<file path="src/rtl/lcd_timing_pkg.sv">
// Shared widths, default 800x480 panel timing and the colour-bar table for the LCD timing driver.
package lcd_timing_pkg;

  localparam int unsigned RGB_W   = 24;
  localparam int unsigned POS_W   = 11;
  localparam int unsigned POS_MAX = 2047;

  localparam int unsigned H_SYNC_DEF  = 128;
  localparam int unsigned H_BACK_DEF  = 88;
  localparam int unsigned H_DISP_DEF  = 800;
  localparam int unsigned H_FRONT_DEF = 40;
  localparam int unsigned V_SYNC_DEF  = 2;
  localparam int unsigned V_BACK_DEF  = 33;
  localparam int unsigned V_DISP_DEF  = 480;
  localparam int unsigned V_FRONT_DEF = 10;

  typedef logic [POS_W-1:0] pos_t;

  // Eight equal vertical bars, left to right.
  function automatic logic [RGB_W-1:0] bar_colour(input logic [2:0] idx);
    case (idx)
      3'd0:    bar_colour = 24'hFFFFFF;
      3'd1:    bar_colour = 24'hFFFF00;
      3'd2:    bar_colour = 24'h00FFFF;
      3'd3:    bar_colour = 24'h00FF00;
      3'd4:    bar_colour = 24'hFF00FF;
      3'd5:    bar_colour = 24'hFF0000;
      3'd6:    bar_colour = 24'h0000FF;
      default: bar_colour = 24'h000000;
    endcase
  endfunction

endpackage

</file>
<file path="src/rtl/lcd_axis_counter.sv">
// Wrapping scan counter for one display axis; wrap flags the increment that returns it to zero.
module lcd_axis_counter
  import lcd_timing_pkg::*;
(
  input  logic             clk,
  input  logic             rst_n,
  input  logic             inc,
  input  logic [POS_W-1:0] max,
  output logic [POS_W-1:0] cnt,
  output logic             wrap
);

  pos_t cnt_q, cnt_d;

  assign wrap = inc && (cnt_q == max);
  assign cnt  = cnt_q;

  always_comb begin
    cnt_d = cnt_q;
    if (inc) begin
      cnt_d = wrap ? '0 : cnt_q + 1'b1;
    end
  end

  always_ff @(posedge clk or negedge rst_n) begin
    if (!rst_n) begin
      cnt_q <= '0;
    end else begin
      cnt_q <= cnt_d;
    end
  end

endmodule

</file>
<file path="src/rtl/lcd_timing_driver.sv">
// RGB LCD timing generator: scan counters, pixel request, and registered HS/VS/DE/RGB to the panel.
// Defining LCD_TEST_PATTERN_EN adds a test_en input that swaps pixel_data for 8 colour bars.
module lcd_timing_driver
  import lcd_timing_pkg::*;
#(
  parameter int unsigned H_SYNC  = H_SYNC_DEF,
  parameter int unsigned H_BACK  = H_BACK_DEF,
  parameter int unsigned H_DISP  = H_DISP_DEF,
  parameter int unsigned H_FRONT = H_FRONT_DEF,
  parameter int unsigned V_SYNC  = V_SYNC_DEF,
  parameter int unsigned V_BACK  = V_BACK_DEF,
  parameter int unsigned V_DISP  = V_DISP_DEF,
  parameter int unsigned V_FRONT = V_FRONT_DEF
) (
  input  logic             lcd_pclk,
  input  logic             rst_n,
  input  logic [RGB_W-1:0] pixel_data,
`ifdef LCD_TEST_PATTERN_EN
  input  logic             test_en,
`endif
  output logic             data_req,
  output logic [POS_W-1:0] pixel_xpos,
  output logic [POS_W-1:0] pixel_ypos,
  output logic [POS_W-1:0] h_disp,
  output logic [POS_W-1:0] v_disp,
  output logic             frame_done,
  output logic             lcd_hs,
  output logic             lcd_vs,
  output logic             lcd_de,
  output logic [RGB_W-1:0] lcd_rgb
);

  localparam int unsigned H_TOT   = H_SYNC + H_BACK + H_DISP + H_FRONT;
  localparam int unsigned V_TOT   = V_SYNC + V_BACK + V_DISP + V_FRONT;
  // Request window opens one pixel early so the registered source data meets lcd_de.
  localparam int unsigned H_ACT_S = H_SYNC + H_BACK - 1;
  localparam int unsigned H_ACT_E = H_ACT_S + H_DISP;
  localparam int unsigned V_ACT_S = V_SYNC + V_BACK;
  localparam int unsigned V_ACT_E = V_ACT_S + V_DISP;

  if (H_TOT > POS_MAX) begin : g_h_tot_chk
    $error("lcd_timing_driver: H_TOT=%0d does not fit the 11-bit counter", H_TOT);
  end
  if (V_TOT > POS_MAX) begin : g_v_tot_chk
    $error("lcd_timing_driver: V_TOT=%0d does not fit the 11-bit counter", V_TOT);
  end

  pos_t h_cnt, v_cnt;
  logic h_wrap, v_wrap;
  logic h_act, v_act;
  logic hs_q, vs_q, de_q;

  lcd_axis_counter u_h_cnt (
    .clk   (lcd_pclk),
    .rst_n (rst_n),
    .inc   (1'b1),
    .max   (POS_W'(H_TOT - 1)),
    .cnt   (h_cnt),
    .wrap  (h_wrap)
  );

  lcd_axis_counter u_v_cnt (
    .clk   (lcd_pclk),
    .rst_n (rst_n),
    .inc   (h_wrap),
    .max   (POS_W'(V_TOT - 1)),
    .cnt   (v_cnt),
    .wrap  (v_wrap)
  );

  assign h_act      = (h_cnt >= POS_W'(H_ACT_S)) && (h_cnt < POS_W'(H_ACT_E));
  assign v_act      = (v_cnt >= POS_W'(V_ACT_S)) && (v_cnt < POS_W'(V_ACT_E));
  assign data_req   = h_act && v_act;
  assign pixel_xpos = data_req ? h_cnt - POS_W'(H_ACT_S) : '0;
  assign pixel_ypos = data_req ? v_cnt - POS_W'(V_ACT_S) : '0;
  assign h_disp     = POS_W'(H_DISP);
  assign v_disp     = POS_W'(V_DISP);
  // v_wrap only fires on the last pixel of the last line.
  assign frame_done = v_wrap;

  always_ff @(posedge lcd_pclk or negedge rst_n) begin
    if (!rst_n) begin
      hs_q <= 1'b1;
      vs_q <= 1'b1;
      de_q <= 1'b0;
    end else begin
      hs_q <= (h_cnt >= POS_W'(H_SYNC));
      vs_q <= (v_cnt >= POS_W'(V_SYNC));
      de_q <= data_req;
    end
  end

  assign lcd_hs = hs_q;
  assign lcd_vs = vs_q;
  assign lcd_de = de_q;

  // pixel_data is registered at the source, so gating it with the DE flop keeps both aligned.
`ifdef LCD_TEST_PATTERN_EN
  logic [RGB_W-1:0] bar_q;
  logic [2:0]       bar_idx;

  assign bar_idx = 3'((32'(pixel_xpos) * 32'd8) / H_DISP);

  always_ff @(posedge lcd_pclk or negedge rst_n) begin
    if (!rst_n) begin
      bar_q <= '0;
    end else begin
      bar_q <= bar_colour(bar_idx);
    end
  end

  assign lcd_rgb = !de_q ? '0 : (test_en ? bar_q : pixel_data);
`else
  assign lcd_rgb = de_q ? pixel_data : '0;
`endif

endmodule

</file>
<file path="config.mk">
export PLATFORM = sky130hd
export DESIGN_NAME = lcd_timing_driver
export DESIGN_NICKNAME = d
export VERILOG_FILES = /design/src/rtl/lcd_timing_pkg.sv /design/src/rtl/lcd_axis_counter.sv /design/src/rtl/lcd_timing_driver.sv
export SDC_FILE = /design/constraint.sdc
export NUM_CORES = 1
export LEC_CHECK = 0
export ABC_AREA = 1
export BUFFER_PORTS_ARGS = -buffer_cell sky130_fd_sc_hd__buf_4
export CAP_MARGIN = 20
export CORE_ASPECT_RATIO = 1.5
export CORE_UTILIZATION = 25
export CTS_CLUSTER_DIAMETER = 120
export DETAILED_ROUTE_END_ITERATION = 7
export PLACE_DENSITY = 0.49
export SLEW_MARGIN = 20
export SYNTH_ARGS = -nofsm -noshare
export SYNTH_HDL_FRONTEND = slang
export SYNTH_SLANG_ARGS = --single-unit
</file>
<file path="constraint.sdc">
create_clock -name lcd_pclk -period 2.2 [get_ports lcd_pclk]
set_input_delay 0.66 -clock lcd_pclk [delete_from_list [all_inputs] [get_ports lcd_pclk]]
set_output_delay 0.66 -clock lcd_pclk [all_outputs]
set_load 0.02 [all_outputs]
</file>
=== Word level (Yosys, flattened, before mapping) ===
Cells that the tools add are included.

* Register bits: 25
* Latch bits: 0
* RAM bits: 0
* ROM bits: 0
* Bits of input ports: 26
* Output and inout port bits: 73
* Word-level logic and storage cells: 26
* Memories: 0

* $add $sub $neg: 4
* Multiply operators: 0
* Div/mod/pow operators: 0
* $lt $le $gt $ge: 6
* Eq/ne operators: 2
* Shift operators: 0
* Muxes and demuxes: 5
* Bitwise logic cells: 0
* Reduce and logical (&&, ||, !) cells: 4

{| class="wikitable"
|+ Operators by type and width
! cell !! count
|-
| 11-bit 2-to-1 mux || 4
|-
| 24-bit 2-to-1 mux || 1
|-
| 11-bit by 1-bit adder with 11-bit output (second input constant) || 2
|-
| 11-bit by 8-bit >= comparator with 1-bit output (second input constant) || 2
|-
| 11-bit by 10-bit < comparator with 1-bit output (second input constant) || 2
|-
| 11-bit by 10-bit equality test with 1-bit output (second input constant) || 1
|-
| 11-bit equality test (second input constant) || 1
|-
| 11-bit by 2-bit >= comparator with 1-bit output (second input constant) || 1
|-
| 11-bit by 6-bit >= comparator with 1-bit output (second input constant) || 1
|-
| 11-bit by 6-bit subtractor with 11-bit output (second input constant) || 1
|-
| 11-bit by 8-bit subtractor with 11-bit output (second input constant) || 1
|-
| 1-bit logical AND || 4
|}

=== Depth between registers and ports, before layout ===
Gate-level depths: netlist of run 1.

* Depth in word-level cells: 4
* Mapped depth: 11
* Gate-level depth less buffers: 9

=== Hierarchy ===
A second synthesis of run 1 with hierarchy kept.

* Cells, all modules: 515
* Area total of the unflattened synthesis: 2,917.8 µm²

{| class="wikitable"
|+ Modules (own cells, without submodules)
! module !! times used !! cells an instance !! area each (µm²)
|-
| lcd_axis_counter || 2 || 142 || 848.3
|-
| lcd_timing_driver || 1 || 231 || 1,221.2
|}

=== Worst setup path after synthesis of run 1 ===
OpenSTA, ideal clock, no wires.

* Path kind: register -> output
* Start: register u_v_cnt.cnt_q[0] (netlist: u_v_cnt.cnt[0])
* End: output pixel_ypos[10]
* Data arrival time: 1,621 ps
* Required time: 1,540 ps
* Path slack: -81 ps
* Cell stages (with the launch flop): 9
* Cells stage by stage: dfrtp_1 > ha_1 > buf_2 > nor2_1 > nand2_1 > nand2_1 > nand2_1 > xor2_1 > nor2_1

* Word-level cells in the longest chain between the ends: 4
* Elaborated cells between the ends (all ways): 6
* Those cells by class: add/sub (1); order compare (2); mux (1); reduce/logical (2)

{| class="wikitable"
|+ RTL lines
! item !! RTL line !! text
|-
| start: declaration || lcd_axis_counter.sv:13 || <nowiki>pos_t cnt_q, cnt_d;</nowiki>
|-
| start signal: assignment || lcd_axis_counter.sv:29 || <nowiki>cnt_q <= cnt_d;</nowiki>
|-
| 11-bit by 6-bit >= comparator with 1-bit output / 11-bit by 10-bit < comparator with 1-bit output (equally long branches) || lcd_timing_driver.sv:72 || <nowiki>assign v_act = (v_cnt >= POS_W'(V_ACT_S)) && (v_cnt < POS_W'(V_ACT_E));</nowiki>
|-
| 1-bit logical AND || lcd_timing_driver.sv:72 ||
|-
| 1-bit logical AND || lcd_timing_driver.sv:73 || <nowiki>assign data_req = h_act && v_act;</nowiki>
|-
| 11-bit 2-to-1 mux (*) || lcd_timing_driver.sv:75 || <nowiki>assign pixel_ypos = data_req ? v_cnt - POS_W'(V_ACT_S) : '0;</nowiki>
|-
| end: declaration || lcd_timing_driver.sv:23 || <nowiki>output logic [POS_W-1:0] pixel_ypos,</nowiki>
|}

Mark *: on every way between the ends. The rest lies on a longest branch, timed or not.

=== Worst setup path after layout of run 1 ===
* Start: register u_v_cnt.cnt_q[7] (netlist: u_v_cnt.cnt[7])
* End: output data_req

* Word-level cells in the longest chain between the ends: 3
* Elaborated cells between the ends (all ways): 4
* Those cells by class: order compare (2); reduce/logical (2)

{| class="wikitable"
|+ RTL lines
! item !! RTL line !! text
|-
| 11-bit by 6-bit >= comparator with 1-bit output / 11-bit by 10-bit < comparator with 1-bit output (equally long branches) || lcd_timing_driver.sv:72 ||
|-
| 1-bit logical AND (*) || lcd_timing_driver.sv:72 ||
|-
| 1-bit logical AND (*) || lcd_timing_driver.sv:73 ||
|-
| end: declaration || lcd_timing_driver.sv:21 || <nowiki>output logic data_req,</nowiki>
|}

Marks and branches as above.

==> results of run 1 <==
==> worst max-delay path, cell delays in order, from the launching register on <==
cell and delay, ns:
dfrtp_2 0.45, nor2_4 0.16, inv_1 0.07, nor2_2 0.16
nand2_2 0.09, nor2_4 0.11, nor2_4 0.04, nand2_4 0.12
buf_12 0.18, clkinv_8 0.06, buf_8 0.12
==> routing by layer <==
layer | wire length (um) | global-route usage, %
met5 | 0 | 0
met4 | 225 | 8.59
met3 | 289 | 1.52
met2 | 4050 | 30.4
met1 | 2360 | 13.2
==> layout by cell type, fill, tap and decap left out, types with 4 or more instances in the layout <==
cell     instances
nand3_1         16
nor3_1           9
dfrtp_1         15
nor2_1          20
xor2_1          16
nand4_1          8
inv_1           56
nor2_4          27
inv_2            8
buf_6           27
dfrtp_2          8
nand2_2          7
o21ai_0         16
nand2_1         81
buf_4          118
conb_1          22
nor2_2           8
nand2_4          4
==> cells by family (layout without fill, tap and decap cells) <==
| logic type | after synthesis | count (layout) | synth area share, % |
|---|---|---|---|
| AO/OA/AOI/OAI | 22 | 22 | 4.74 |
| XOR/XNOR | 19 | 19 | 7.17 |
| adder cells (fa/ha/maj) | 5 | 5 | 2.70 |
| buffers and inverters | 98 | 219 | 21.2 |
| flip-flops | 25 | 25 | 27.1 |
| other | 2 | 22 | 0.324 |
| AND/OR/NAND/NOR | 184 | 184 | 36.8 |
==> cell type report <==
class                      count  area [um2]  share of cell area, %
clock buffer                   4        78.8                   2.03
tap                          110         138                   3.54
sequential                    25         638                   16.4
timing repair buffer         149        1260                   32.5
multi-input combinational    252        1510                   38.7
inverter                      66         264                   6.79
==> path summary, 6_finish.rpt <==
check | slack [ns] | to | depth (start not counted) | start
setup / recovery | -0.30 | data_req | 10 | u_v_cnt.cnt[7]$_DFFE_PN0N_
hold / removal | 0.30 | u_h_cnt.cnt[1]$_DFF_PN0_ | 1 | rst_n
setup reg to reg | -0.10 | u_v_cnt.cnt[0]$_DFFE_PN0N_ | 15 | u_v_cnt.cnt[1]$_DFFE_PN0N_
hold reg to reg | 0.53 | lcd_hs$_DFF_PN1_ | 2 | u_h_cnt.cnt[10]$_DFF_PN0_
max in group asynchronous | 1.59 | lcd_hs$_DFF_PN1_ | 1 | rst_n
min in group lcd_pclk | 0.53 | lcd_hs$_DFF_PN1_ | 2 | u_h_cnt.cnt[10]$_DFF_PN0_
==> registers in the layout (all words and copies together), names as in the netlist <==
name and flops:
u_h_cnt.cnt 11, u_v_cnt.cnt 11, lcd_de 1, lcd_hs 1, lcd_vs 1
==> report_power, final <==
part	internal, mW	switching, mW
Combinational	0.0275	0.0482
Sequential	0.459	0
Clock	0.249	0.183
==> per-stage QoR <==
stage / util (%) / TNS (ns)
after global routing: 43.5 / -9.62
after CTS: 42.6 / -7.15
after global placement: 37.8 / -3.04
final: 43.5 / -6.76
after detailed placement: 37.8 / -3.22
after floorplan: - / -0.187
==> timing repair <==
action / in CTS / in global routing
setup buffers: 11 / 2
setup endpoints to repair: 24 / 28
gates resized for setup: 69 / 23
pin swaps: 9 / 14
==> metrics.yaml, run 1 <==
yosys:
  synth_ff_type: "dfrtp_1"
  synth.distinct_cells: 24
  yosysSeqAreaShare_pct: 27.1
  synth_top_area_cell: "dfrtp_1"
  synth_common_cells: "nand2_1, inv_1, nor2_1"
  synth_area_leaders: "dfrtp_1, nand2_1, inv_1"
  avgSynthCellArea_um2: 6.54
  async_flop_share_pct: 100
  yosysWarnings: 0
  syn_area_mm2: 0.00232
  ys_ff_latch: 25
  synth.top_cell.area_share_pct: 24.8
  synth_cells: 355
  synth-edff-count: 0
  synth_most_common_cell: "nand2_1"
setup_path:
  crit_type: "flop to output port"
  worstSetupStartpointType: "flop"
  cp.arrival_ns: 1.84
  endpoint_kind: "output port"
  cp.required_ns: 1.54
  cp_max_fo: 8
sta:
  skew_ns: 0.00261
  fin_crit_sh_pct: 114
  fmax_mhz: 400
  layout_min_cycle_time_ns: 2.50
  hold_ws_ns: 0.300
  drv_slew: 0
  final.setup.worst_slack_ns: -0.300
  rsz0062_at_grt: "yes"
  setup_viol: 27
  hold_viol: 0
routing:
  vias_per_cell: 4.25
  routed_wl_um: 6930
  dr.pass1.iters: 4
  avgRoutedWirePerCell_um: 11.4
  drc: 0
  num_vias: 2578
  drt_iter0_drc: 60
  ant_nets: 0
placement:
  gp_congestion: 0.945
  dpl_worst_slack_ns: -0.189
  dp.final_hpwl_um: 5440
  placed_area_mm2: 0.00338
  portBuffers: 76
  dpl.cell_count: 589
cts:
  cts_tree: "built"
  cts_sinks: 25
  hold_buffers: 0
  clock_latency_ns: 0.27
  cts_made_buffers: 3
  root_buffer: "clkbuf_16"
  clkSlewWorstSetupHoldPaths_ns: 0.07
  clockBufferDepth: 2
  cts_max_level: 1
floorplan:
  die_w_um: 80.7
  core_mm2: 0.00893
  start_util_pct: 26.0
  row_count: 42
  floorplan.die_area_mm2: 0.00968
  die_h_um: 120
  ios: 99
outcome:
  violations: "negative setup slack"
  status: "finished with violations"
finish:
  area_growth_pct: 67.6
  antennaDiodeCount: 0
  finalNonFillerCells: 606
  num-fill-cells: 935
  nNetsFinal: 528
  fin_area_mm2: 0.00389
  layout-drive-gt1-share_pct: 46.2
pwr:
  p_per_area_mw_per_mm2: 249
  ir_drop_mv: 0.261
  leakage_nw: 2.27
  power_uw: 967
global_route:
  grt_pass1_wl_um: 10800
  grt_max_degree: 26
  grt_util_all_layers_pct: 14.9
  gr-total-overflow: 0
  grt_pass1_vias: 2428
  antenna_found_initial: 0
hold_path:
  min_path_type: "input pin to async pin"
run:
  drv_cap: 0
Note: power is estimated with default switching activity, not from simulation.
==> run 2: changes to the inputs <==
--- a/config.mk
+++ b/config.mk
@@ -12,7 +12,7 @@
 export CORE_UTILIZATION = 25
 export CTS_CLUSTER_DIAMETER = 120
 export DETAILED_ROUTE_END_ITERATION = 7
-export PLACE_DENSITY = 0.49
+export PLACE_DENSITY = 0.47
 export SLEW_MARGIN = 20
 export SYNTH_ARGS = -nofsm -noshare
 export SYNTH_HDL_FRONTEND = slang
==> constraint.sdc (replaced) <==
create_clock -name lcd_pclk -period 2.5 [get_ports lcd_pclk]
set_input_delay 0.75 -clock lcd_pclk [delete_from_list [all_inputs] [get_ports lcd_pclk]]
set_output_delay 0.75 -clock lcd_pclk [all_outputs]
set_load 0.02 [all_outputs]
==> metrics.yaml, run 2 (same netlist as run 1, synthesis figures left out) <==
outcome:
  status: "finished with violations"
  violations: "negative setup slack"
setup_path:
  endpoint_kind: "output port"
  crit_path_cell_trace: "inv_1 > nand2_2 > nand2_2 > nand2_1 > nand2_1 > a21oi_2 > nand2_2 > buf_12 > nor2_1 > buf_4"
  rr_startpoint: "u_h_cnt.cnt[1]$_DFF_PN0_"
  rr_endpoint: "u_v_cnt.cnt[3]$_DFFE_PN0N_"
  reg2reg_slack_ns: 0.63
  reg2regPathDepth: 8
  worstSetupStartpointType: "flop"
  crit_type: "flop to output port"
  cp_slowest_cell: "dfrtp_1"
  cp_max_fo: 14
  max_stage_delay_ns: 0.42
  cp.arrival_ns: 1.84
  crit_top_cell: "nand2_2"
  cp.required_ns: 1.75
  startpoint: "u_h_cnt.cnt[3]$_DFF_PN0_"
  endpoint: "pixel_xpos[10]"
sta:
  layout_min_cycle_time_ns: 2.59
  fmax_mhz: 386
  rsz0062_at_grt: "yes"
  relSlewSlack_pct: 53.4
  tightest_slew_ns: 0.698
  hold_ws_ns: 0.397
  skew_ns: 0.00142
  hold_viol: 0
  fin_crit_sh_pct: 104
  setup_viol: 23
  drv_slew: 0
  final.setup.worst_slack_ns: -0.0921
global_route:
  gr-total-overflow: 0
  grt_pass1_vias: 2323
  grt_pass1_wl_um: 10600
  antenna_found_initial: 0
  grt_max_degree: 26
  grt_util_all_layers_pct: 14.3
cts:
  cts_max_level: 1
  cts_tree: "built"
  cts_made_buffers: 3
  root_buffer: "clkbuf_16"
  cts_sinks: 25
  clockBufferDepth: 2
  clkSlewWorstSetupHoldPaths_ns: 0.07
  clock_latency_ns: 0.26
pwr:
  clockPowerShare_pct: 44.2
  pwr-share-comb_pct: 7.9
  leakage_nw: 2.03
  power.switching_uw: 197
  swShare_pct: 23.3
  p_int_uw: 647
  pwr-share-seq_pct: 47.9
  power_uw: 844
  p_per_area_mw_per_mm2: 255
  ir_drop_mv: 0.231
run:
  drv_cap: 0
finish:
  final_common_cell: "buf_4"
  final_util_pct: 37.0
  antennaDiodeCount: 0
  area_growth_pct: 42.4
  layout-drive-gt1-share_pct: 37.7
  mostFrequentLayoutCells: "buf_4, nand2_1, inv_1, nor2_1"
  nNetsFinal: 485
routing:
  vias_per_cell: 4.23
  ant_nets: 0
  num_vias: 2384
  avgRoutedWirePerCell_um: 11.8
  routed_wl_um: 6640
  drc: 0
  drt_iter0_drc: 44
  dr.pass1.iters: 4
hold_path:
  min_path_type: "input pin to async pin"
placement:
  dpl_worst_slack_ns: 0.0107
  gp_congestion: 0.949
  dp.final_hpwl_um: 5290
  portBuffers: 76
floorplan:
  floorplan.die_area_mm2: 0.00968
  ios: 99
  die_h_um: 120
  start_util_pct: 26.0
  row_count: 42
  core_mm2: 0.00893
  die_w_um: 80.7
==> run 2: final cells by class <==
cell class,instances,area [um2]
Fill cell,955,5630
Multi-Input combinational cell,252,1370
Timing Repair Buffer,106,835
Tap cell,110,138
Sequential cell,25,632
Clock buffer,4,78.8
Inverter,66,250
==> run 2: how the worst min path moves through the flow <==
stage / cells after the start / slack, ns / start / endpoint
3_3_place_gp: 2 / 0.58 / u_h_cnt.cnt[8]$_DFF_PN0_ / u_h_cnt.cnt[9]$_DFF_PN0_
5_1_grt: 1 / 0.42 / rst_n / u_v_cnt.cnt[8]$_DFFE_PN0N_
3_5_place_dp: 2 / 0.57 / u_h_cnt.cnt[10]$_DFF_PN0_ / lcd_hs$_DFF_PN1_
4_1_cts: 1 / 0.41 / rst_n / u_h_cnt.cnt[2]$_DFF_PN0_
2_1_floorplan: 0 / 0.45 / rst_n / lcd_de$_DFF_PN0_
6_report: 1 / 0.40 / rst_n / u_h_cnt.cnt[2]$_DFF_PN0_
==> run 2: layer usage <==
| metal | vias to the layer above | part of all wire [%] | track usage [%] |
|---|---|---|---|
| li1 | 1213 | - | - |
| met1 | 1083 | 35 | 13.9 |
| met2 | 69 | 56 | 27.5 |
| met3 | 19 | 3.8 | 1.52 |
| met4 | 0 | 4.9 | 8.71 |
| met5 | - | 0 | 0 |
==> run 2: power by group through the flow <==
stage          registers (mW)  clock network [mW]  logic (mW)
6_report                0.404               0.373      0.0667
5_1_grt                 0.404               0.399      0.0746
4_1_cts                 0.404               0.384      0.0672
3_5_place_dp            0.412                   0      0.0670
3_3_place_gp            0.412                   0      0.0664
2_1_floorplan           0.412                   0      0.0550
==> run 2: metrics by stage <==
stage          std cells  TNS [ns]  area, um2
5_1_grt              563     -4.80       3300
4_1_cts              559     -1.72       3240
3_3_place_gp         552   -0.0364       3050
6_report             563     -1.59       3300
2_1_floorplan        375         0       2400
3_5_place_dp         552         0       3050
==> run 2: worst max-delay path, delay by kind of cell (launching register included) <==
family | cells | cell delay, ns
flops | 1 | 0.42
compound gates | 1 | 0.18
buf+inv | 3 | 0.44
simple gates | 6 | 0.53
==> run 2: timing repair <==
item | 4_1_cts | 5_1_grt
hold buffers | 0 | 0
setup endpoints to repair | 24 | 24
buffers inserted | 3 | 4
gates resized for setup | 27 | 9
pin swaps | 7 | 2
==> run 3: changes to the inputs <==
--- a/config.mk
+++ b/config.mk
@@ -8,12 +8,14 @@
 export ABC_AREA = 1
 export BUFFER_PORTS_ARGS = -buffer_cell sky130_fd_sc_hd__buf_4
 export CAP_MARGIN = 20
+export CELL_PAD_IN_SITES_DETAIL_PLACEMENT = 1
+export CELL_PAD_IN_SITES_GLOBAL_PLACEMENT = 1
 export CORE_ASPECT_RATIO = 1.5
 export CORE_UTILIZATION = 25
 export CTS_CLUSTER_DIAMETER = 120
 export DETAILED_ROUTE_END_ITERATION = 7
-export PLACE_DENSITY = 0.47
-export SLEW_MARGIN = 20
+export PLACE_DENSITY = 0.65
+export SLEW_MARGIN = 30
 export SYNTH_ARGS = -nofsm -noshare
 export SYNTH_HDL_FRONTEND = slang
 export SYNTH_SLANG_ARGS = --single-unit
==> metrics.yaml, run 3 (same netlist as run 1, synthesis figures left out) <==
global_route:
  gr-total-overflow: 0
  antenna_found_initial: 0
  grt_pass1_wl_um: 11600
  grt_pass1_vias: 2518
  grt_max_degree: 26
  grt_util_all_layers_pct: 15.3
setup_path:
  endpoint_kind: "output port"
  cp_max_fo: 9
  cp.required_ns: 1.75
  crit_type: "flop to output port"
  worstSetupStartpointType: "flop"
  cp.arrival_ns: 1.91
sta:
  fmax_mhz: 377
  tns_ns: -2.78
  skew_ns: 0.00231
  final.setup.worst_slack_ns: -0.155
  drv_slew: 0
  fin_crit_sh_pct: 106
  layout_min_cycle_time_ns: 2.66
  setup_viol: 24
  relSlewSlack_pct: 66.6
  hold_viol: 0
  rsz0062_at_grt: "yes"
  tightest_slew_ns: 0.496
floorplan:
  row_count: 42
  floorplan.die_area_mm2: 0.00968
  die_w_um: 80.7
  start_util_pct: 26.0
  ios: 99
  die_h_um: 120
  core_mm2: 0.00893
routing:
  ant_nets: 0
  drt_iter0_drc: 45
  vias_per_cell: 4.40
  drc: 0
  num_vias: 2555
  dr.pass1.iters: 4
  avgRoutedWirePerCell_um: 14.0
  routed_wl_um: 8160
cts:
  clockBufferDepth: 2
  clkSlewWorstSetupHoldPaths_ns: 0.07
  hold_buffers: 0
  cts_made_buffers: 3
  root_buffer: "clkbuf_16"
  cts_sinks: 25
  cts_tree: "built"
  clock_latency_ns: 0.26
  cts_max_level: 1
finish:
  layout-drive-gt1-share_pct: 44.6
  ff_latch_area_um2: 639
  final_util_pct: 40.6
  antennaDiodeCount: 0
  mostFrequentLayoutCells: "buf_4, nand2_1, inv_1, conb_1, nor2_1"
  nNetsFinal: 503
  multi_input_area_mm2: 0.00147
  finalNonFillerCells: 581
  area_growth_pct: 56.3
  num-fill-cells: 1153
  final_common_cell: "buf_4"
pwr:
  p_per_area_mw_per_mm2: 232
  ir_drop_mv: 0.348
  leakage_nw: 2.17
hold_path:
  min_path_type: "input pin to async pin"
outcome:
  violations: "negative setup slack"
  status: "finished with violations"
placement:
  portBuffers: 76
  gp_congestion: 0.816
  dp.final_hpwl_um: 6150
  dpl.cell_count: 552
run:
  drv_cap: 0
-- run 3: changes by cell type in the layout (fill, tap and decap cells not counted), moves of 4 or more --
cell	change
dfrtp_1	-6
dfrtp_2	+6
buf_6	+13
nor2_2	-6
inv_1	-4
nor2_1	-7
inv_2	+4
nor2_4	+13
-- run 3: worst paths after layout --
check	depth (start not counted)	to	slack (ns)	startpoint
setup / recovery	11	pixel_ypos[1]	-0.16	u_v_cnt.cnt[0]$_DFFE_PN0N_
min in group lcd_pclk	2	lcd_hs$_DFF_PN1_	0.56	u_h_cnt.cnt[10]$_DFF_PN0_
max in group asynchronous	1	lcd_hs$_DFF_PN1_	1.80	rst_n
hold / removal	1	u_v_cnt.cnt[6]$_DFFE_PN0N_	0.39	rst_n
setup reg to reg	9	u_v_cnt.cnt[3]$_DFFE_PN0N_	0.44	u_h_cnt.cnt[1]$_DFF_PN0_
hold reg to reg	2	lcd_hs$_DFF_PN1_	0.56	u_h_cnt.cnt[10]$_DFF_PN0_
-- run 3: report_power, final --
group | total [mW] | internal [mW] | switching (mW)
clock | 0.369 | 0.216 | 0.153
sequential | 0.404 | 0.404 | 0
combinational | 0.0669 | 0.0242 | 0.0427
total | 0.840 | 0.645 | 0.195
-- run 3: layout make-up --
cell class,instances,share of cell area (%)
inverters,66,6.90
multi-input cells,252,40.6
well taps,110,3.79
clock buffers,3,2.07
repair buffers,124,28.9
flip-flops and latches,25,17.6
clock inverters,1,0.138
-- run 3: layer usage --
metal | vias to the layer above | routed length (um) | part of all wire [%] | GRT usage, %
met5 | - | 0 | 0 | 0
met4 | 0 | 282 | 3.5 | 7.03
met3 | 20 | 229 | 2.8 | 1.37
met2 | 65 | 4920 | 60 | 31.0
met1 | 1215 | 2720 | 33 | 14.8
li1 | 1255 | - | - | -
-- run 3: what timing repair did --
action	in CTS	in global routing
pin swaps	2	12
setup buffers	5	19
resized for setup	15	70
gates cloned	0	1
setup endpoints to repair	24	24
-- run 3: worst max-delay path, stage by stage, from the launching register on --
cell and delay [ns]:
dfrtp_1 0.43, buf_6 0.15, nand2_4 0.07, nand3_2 0.10, nand2_2 0.08, nand2_4 0.10, nor2_4 0.05, nor2_2 0.14
nand2_4 0.10, buf_12 0.17, nor2_2 0.10, buf_4 0.15
-- run 3: metrics by stage --
stage	instance area [um2]	setup slack [ns]	hold WS (ns)	power, mW
2_1_floorplan	2400	0.129	0.454	0.467
3_3_place_gp	3060	-0.0117	0.568	0.478
3_5_place_dp	3060	0.00155	0.582	0.479
4_1_cts	3210	-0.145	0.405	0.848
5_1_grt	3630	-0.234	0.420	0.867
6_report	3630	-0.155	0.393	0.840
